## src/rtl/audio_pkg.sv

```systemverilog
// audio_pkg: shared constants and sample types for the audio output path
package audio_pkg;
    localparam int I2S_MODE_PHILIPS = 1;
    localparam int I2S_MODE_LJ      = 0;
    localparam int DATA_W_DEF       = 16;
    localparam int SLOT_W_DEF       = 32;

    typedef struct packed {
        logic [DATA_W_DEF-1:0] left;
        logic [DATA_W_DEF-1:0] right;
    } sample_pair_t;
endpackage

```

## src/rtl/sync_sample_fifo.sv

```systemverilog
// sync_sample_fifo: synchronous FIFO with occupancy count and registered not-full flag
module sync_sample_fifo #(
    parameter int WIDTH = 32,
    parameter int DEPTH = 4
) (
    input  logic                   clk,
    input  logic                   rst,
    input  logic                   push,
    input  logic                   pop,
    input  logic [WIDTH-1:0]       wdata,
    output logic [WIDTH-1:0]       rdata,
    output logic                   ready,
    output logic                   empty,
    output logic [$clog2(DEPTH):0] level
);
    localparam int AW = $clog2(DEPTH);
    localparam int LW = AW + 1;

    logic [WIDTH-1:0] mem [DEPTH];
    logic [AW-1:0]    wptr, rptr;
    logic             do_push, do_pop;
    logic [AW:0]      level_nxt;

    always_comb begin
        do_push   = push && ready;
        do_pop    = pop && !empty;
        level_nxt = level + LW'(do_push) - LW'(do_pop);
    end

    assign empty = level == '0;
    assign rdata = mem[rptr];

    always_ff @(posedge clk) begin
        if (do_push) mem[wptr] <= wdata;
    end

    // DEPTH is a power of two, so level < DEPTH is just the top bit clear
    always_ff @(posedge clk or posedge rst) begin
        if (rst) begin
            wptr  <= '0;
            rptr  <= '0;
            level <= '0;
            ready <= 1'b1;
        end else begin
            if (do_push) wptr <= wptr + AW'(1);
            if (do_pop) rptr <= rptr + AW'(1);
            level <= level_nxt;
            ready <= !level_nxt[AW];
        end
    end
endmodule

```

## src/rtl/i2s_stream_tx.sv

```systemverilog
// i2s_stream_tx: FIFO-buffered stereo I2S / left-justified serializer with mclk/sck/lrck generation
module i2s_stream_tx
    import audio_pkg::*;
#(
    parameter int DATA_W     = DATA_W_DEF,
    parameter int SLOT_W     = SLOT_W_DEF,
    parameter int SCK_DIV    = 4,
    parameter int MCLK_DIV   = 4,
    parameter int FIFO_DEPTH = 4,
    parameter int I2S_MODE   = I2S_MODE_PHILIPS
) (
    input  logic                        clk,
    input  logic                        rst,
    input  logic                        enable,
    input  logic                        mute,
    input  logic                        s_valid,
    output logic                        s_ready,
    input  logic [DATA_W-1:0]           s_left,
    input  logic [DATA_W-1:0]           s_right,
    output logic                        audio_mclk,
    output logic                        audio_lrck,
    output logic                        audio_sck,
    output logic                        audio_sdin,
    output logic                        frame_start,
    output logic                        underrun,
    output logic [15:0]                 underrun_cnt,
    output logic [$clog2(FIFO_DEPTH):0] fifo_level
);
    localparam int DCW  = $clog2(SCK_DIV);
    localparam int BCW  = $clog2(2 * SLOT_W);
    localparam int MCW  = $clog2(MCLK_DIV);
    localparam int LEAD = SLOT_W - DATA_W - (I2S_MODE == I2S_MODE_PHILIPS ? 1 : 0);

    logic [DCW-1:0]      div_cnt;
    logic [BCW-1:0]      bit_cnt;
    logic [MCW-1:0]      mclk_cnt;
    logic                run_q, div_wrap, bit_wrap, mclk_wrap, fb, empty;
    logic                sck_nxt, lrck_nxt, sdin_nxt;
    logic [SLOT_W-1:0]   left_sr, right_sr, load_l, load_r;
    logic [2*DATA_W-1:0] fifo_out;
    logic [15:0]         cnt_nxt;

    sync_sample_fifo #(.WIDTH(2 * DATA_W), .DEPTH(FIFO_DEPTH)) u_fifo (
        .clk   (clk),
        .rst   (rst),
        .push  (s_valid),
        .pop   (fb),
        .wdata ({s_left, s_right}),
        .rdata (fifo_out),
        .ready (s_ready),
        .empty (empty),
        .level (fifo_level)
    );

    // Each slot image is the sample placed MSB-first after the optional I2S delay bit
    always_comb begin
        div_wrap  = div_cnt == DCW'(SCK_DIV - 1);
        bit_wrap  = bit_cnt == BCW'(2 * SLOT_W - 1);
        mclk_wrap = mclk_cnt == MCW'(MCLK_DIV / 2 - 1);
        fb        = enable && !rst && (!run_q || (div_wrap && bit_wrap));
        load_l    = (mute || empty) ? '0 : SLOT_W'(fifo_out[2*DATA_W-1:DATA_W]) << LEAD;
        load_r    = (mute || empty) ? '0 : SLOT_W'(fifo_out[DATA_W-1:0]) << LEAD;
        sck_nxt   = div_cnt >= DCW'(SCK_DIV / 2);
        lrck_nxt  = bit_cnt >= BCW'(SLOT_W);
        sdin_nxt  = !run_q ? load_l[SLOT_W-1] : lrck_nxt ? right_sr[SLOT_W-1] : left_sr[SLOT_W-1];
        cnt_nxt   = (fb && empty && underrun_cnt != 16'hFFFF) ? underrun_cnt + 16'd1 : underrun_cnt;
    end

    assign frame_start = fb;
    assign underrun    = fb && empty;

    // On a start-up boundary the counters already sit at bit 0, so sdin takes the fresh load directly
    always_ff @(posedge clk or posedge rst) begin
        if (rst) begin
            div_cnt      <= '0;
            bit_cnt      <= '0;
            mclk_cnt     <= '0;
            run_q        <= 1'b0;
            left_sr      <= '0;
            right_sr     <= '0;
            underrun_cnt <= '0;
            audio_mclk   <= 1'b0;
            audio_sck    <= 1'b0;
            audio_lrck   <= 1'b0;
            audio_sdin   <= 1'b0;
        end else begin
            run_q        <= enable;
            underrun_cnt <= cnt_nxt;
            mclk_cnt     <= mclk_wrap ? '0 : mclk_cnt + MCW'(1);
            if (mclk_wrap) audio_mclk <= !audio_mclk;
            if (enable) begin
                div_cnt    <= div_wrap ? '0 : div_cnt + DCW'(1);
                if (div_wrap) bit_cnt <= bit_wrap ? '0 : bit_cnt + BCW'(1);
                audio_sck  <= sck_nxt;
                audio_lrck <= lrck_nxt;
                audio_sdin <= sdin_nxt;
            end else begin
                div_cnt    <= '0;
                bit_cnt    <= '0;
                audio_sck  <= 1'b0;
                audio_lrck <= 1'b0;
                audio_sdin <= 1'b0;
            end
            if (fb) begin
                left_sr  <= load_l;
                right_sr <= load_r;
            end else if (enable && div_wrap && lrck_nxt) begin
                right_sr <= right_sr << 1;
            end else if (enable && div_wrap) begin
                left_sr  <= left_sr << 1;
            end
        end
    end
endmodule

```

## config.mk

```make
export PLATFORM = sky130hd
export DESIGN_NAME = i2s_stream_tx
export DESIGN_NICKNAME = d
export VERILOG_FILES = /design/src/rtl/audio_pkg.sv /design/src/rtl/sync_sample_fifo.sv /design/src/rtl/i2s_stream_tx.sv
export SDC_FILE = /design/constraint.sdc
export NUM_CORES = 1
export LEC_CHECK = 0
export BUFFER_PORTS_ARGS = -buffer_cell sky130_fd_sc_hd__buf_2
export CORE_AREA = 2 2 120 122
export CTS_CLUSTER_SIZE = 16
export DETAILED_ROUTE_END_ITERATION = 10
export DIE_AREA = 0 0 122 124
export GPL_ROUTABILITY_DRIVEN = 0
export PLACE_DENSITY_LB_ADDON = 0.12
export SKIP_LAST_GASP = 1
export SLEW_MARGIN = 0
export SYNTH_ARGS = -nofsm -noshare
export SYNTH_HDL_FRONTEND = slang
export SYNTH_SLANG_ARGS = --single-unit
export TNS_END_PERCENT = 10
```

## constraint.sdc

```tcl
create_clock -name clk -period 3.7 [get_ports clk]
set_input_delay 0.74 -clock clk [delete_from_list [all_inputs] [get_ports clk]]
set_output_delay 0.74 -clock clk [all_outputs]
set_load 0.01 [all_outputs]
```

==> impl_metrics.tcl <==
set metrics [dict create \
    hold_class "in -> async" \
    tightest_slew_ps 885 \
    maxSlewHeadroom_pct 41.0 \
    antenna_left 0 \
    crit_path_max_incr_delay_ps 400 \
    worstSkewPairLatency_ps 490 \
    period_share_pct 82.0 \
    worst_slack_ps 667 \
    antenna_found_initial 1 \
    via_per_inst 5.75 \
    final_area_sq_mm 0.00933 \
    max_freq_mhz 330 \
    tns_ps 0 \
    place_inst 689 \
    required_ps 2960 \
    syn_inst 457 \
    worstPathCellList "ha_1 -> nand3_1 -> o31a_1 -> inv_2 -> buf_4 -> buf_2" \
    finalCriticalPeriod_ps 3030 \
    dr.first_iter.drc_count 301 \
    rows 43 \
    ys.flop_type "edfxtp_1" \
    skew_ps 18.4 \
    preCtsSetupSlack_ps 413 \
    wl_per_cell_microns 19.1 \
    syn-cell-area_sq_mm 0.00807 \
    fin_util_pct 68.0 \
    initial_core_util_pct 58.9 \
    grtUsageTotal_pct 19.3 \
    cts_resized 0 \
    worstPathArrival_ps 2290 \
    clk_pin_slew_ps 60 \
    maxCapViolations 0 \
    layout_common_cells "128 x edfxtp_1, 70 x dfrtp_1, 62 x buf_2" \
    multi_input_comb_area_sq_mm 0.00223 \
    netSwitchingPower_mw 1.64 \
    cts_buffers 21 \
    slowest_stage "ha_1" \
    synth_edf_count 128 \
    ys_async_sr_fraction_pct 36.3 \
    whs_ps 231 \
    routed_wl_mm 13.9 \
    p_leak_nw 3.83 \
    num_vias 4177 \
    crit_type "reg -> out" \
    fillCellCount 924 \
    yosysWarningCount 0 \
    nets 580 \
    comb_power_share_pct 17.1 \
    crit_buf_inv 3 \
    yosysTopAreaCell "edfxtp_1" \
    drc 0 \
    ys_ff_latch 201 \
    internal-power_mw 4.78 \
    layout_commonest_cell "edfxtp_1" \
    grt_pass1_vias 4288 \
    cts_buffer_depth 3 \
    cp_max_fo 20 \
    clockPowerShare_pct 34.1 \
    placed_cell_area_sq_mm 0.00859 \
    worstSetupStartpointType "register" \
    yosysUniqueCellTypes 45 \
    synth.avg_cell_area_sq_um 17.7 \
    drv_slew 0 \
    gr-total-overflow 0 \
    antennaDiodeCount 0 \
    finalHoldViolations 0 \
    drt_first_pass_iters 4 \
    clkSinkCount 201 \
    hpwl_mm 8.48 \
    grt_pass1_wl_mm 22.4 \
    synth_area_leaders "edfxtp_1 48%, dfrtp_1 22%, mux4_2 8.9%" \
    io_buffers 62 \
    register_area_sq_mm 0.00567 \
    p_per_area_mw_per_mm2 688 \
    cts_root_buffer "clkbuf_16" \
    core_sq_mm 0.0137 \
    crit_path_end_kind "primary output" \
    grt_setup_unrepaired "false" \
    final_cells 727 \
    yosysSeqAreaShare_pct 70.2 \
    syn_to_final_growth_pct 15.6 \
    switching_share_pct 25.5 \
    synth_top_cell_area_share_pct 47.6 \
    io_pins 63 \
    outcome "complete, no violations" \
    grt_max_degree 47 \
    setup_violations 0 \
    die_x_microns 122 \
    sequentialPowerShare_pct 48.9 \
    cts_tree "done" \
    synth_fp_nets 505 \
    ir_worst_vdd_uv 485 \
    htreeDepth 1 \
    cts_hold_buf 0 \
    cp_top_family "buffers and inverters" \
    drive_gt1_share_pct 28.9 \
    postCtsSetupBuffers 0 \
    die_h_microns 124 \
    die_area_sq_mm 0.0151 \
    power_mw 6.42 \
]
-- Yosys cell counts, drive strengths merged, types with 2 or more instances --
cell type,instances
xnor2,13
a21oi,5
mux2i,34
and3,7
and2,6
nand3,11
ha,10
nor2b,3
and4,3
o21a,2
nor2,12
o2bb2ai,30
a32o,2
edfxtp,128
clkbuf,8
buf,15
nor3b,2
inv,16
dfrtp,72
nand2,11
xor2,8
mux4,32
nor3,7
nand4,9
-- final cells by class --
cell class	count	area share, %
Clock buffer	26	6.15
Clock inverter	12	1.74
Inverter	16	0.644
Multi-Input combinational cell	217	23.9
Sequential cell	201	60.8
Tap cell	180	2.41
Timing Repair Buffer	75	4.37
-- power groups by stage --
stage | sequential (mW) | clock (mW) | combinational [mW]
floorplan | 2.99 | 0 | 0.932
global placement | 3.17 | 0 | 1.09
detailed placement | 3.19 | 0 | 1.12
CTS | 3.15 | 2.23 | 1.13
global route | 3.20 | 2.33 | 1.21
finish | 3.14 | 2.19 | 1.10
-- worst reg2reg max path, delay by kind of cell, from the launching register on --
kind | cells | cell delay, ps
adders and majority gates | 4 | 1170
AOI/OAI and AO/OA | 1 | 360
buffers and inverters | 3 | 170
DFF | 1 | 350
xor gates and xnor gates | 2 | 390
and+or+nand+nor | 2 | 410
-- worst paths after layout --
kind / slack (ps) / start / depth (start not counted) / to
worst max-delay path: 670 / div_cnt[0]$_DFF_PP0_ / 6 / frame_start
worst min-delay path: 230 / rst / 2 / u_fifo.level[1]$_DFF_PP0_
worst max register to register: 740 / div_cnt[0]$_DFF_PP0_ / 12 / u_fifo.level[2]$_DFF_PP0_
worst min register to register: 440 / div_cnt[0]$_DFF_PP0_ / 1 / div_cnt[0]$_DFF_PP0_
max in group asynchronous: 2360 / rst / 4 / left_sr[29]$_DFFE_PP0P_
min in group clk: 440 / div_cnt[0]$_DFF_PP0_ / 1 / div_cnt[0]$_DFF_PP0_
-- cells by family after synthesis --
logic type	Yosys count	share of synthesized area [%]
flops	201	70.2
fa+ha+maj	11	1.80
buf+inv	39	2.25
compound gates	42	4.26
xor+xnor	21	2.28
mux	67	13.3
simple gates	76	5.89
-- registers in the layout, indices dropped and copies added (netlist names) --
register      cells
div_cnt           2
mclk_cnt          2
underrun_cnt     16
u_fifo.mem      128
u_fifo.ready      1
audio_lrck        1
audio_mclk        1
u_fifo.level      3
audio_sdin        1
audio_sck         1
bit_cnt           6
run_q             1
u_fifo.rptr       2
right_sr         17
u_fifo.wptr       2
left_sr          17
-- layer usage --
layer / part of all wire [%] / GRT usage, %
met5: 0.094 / 0
met4: 1.5 / 4.17
met3: 4.4 / 3.62
met2: 51 / 34.0
met1: 43 / 25.3
Power figures use the tool's default switching activity.
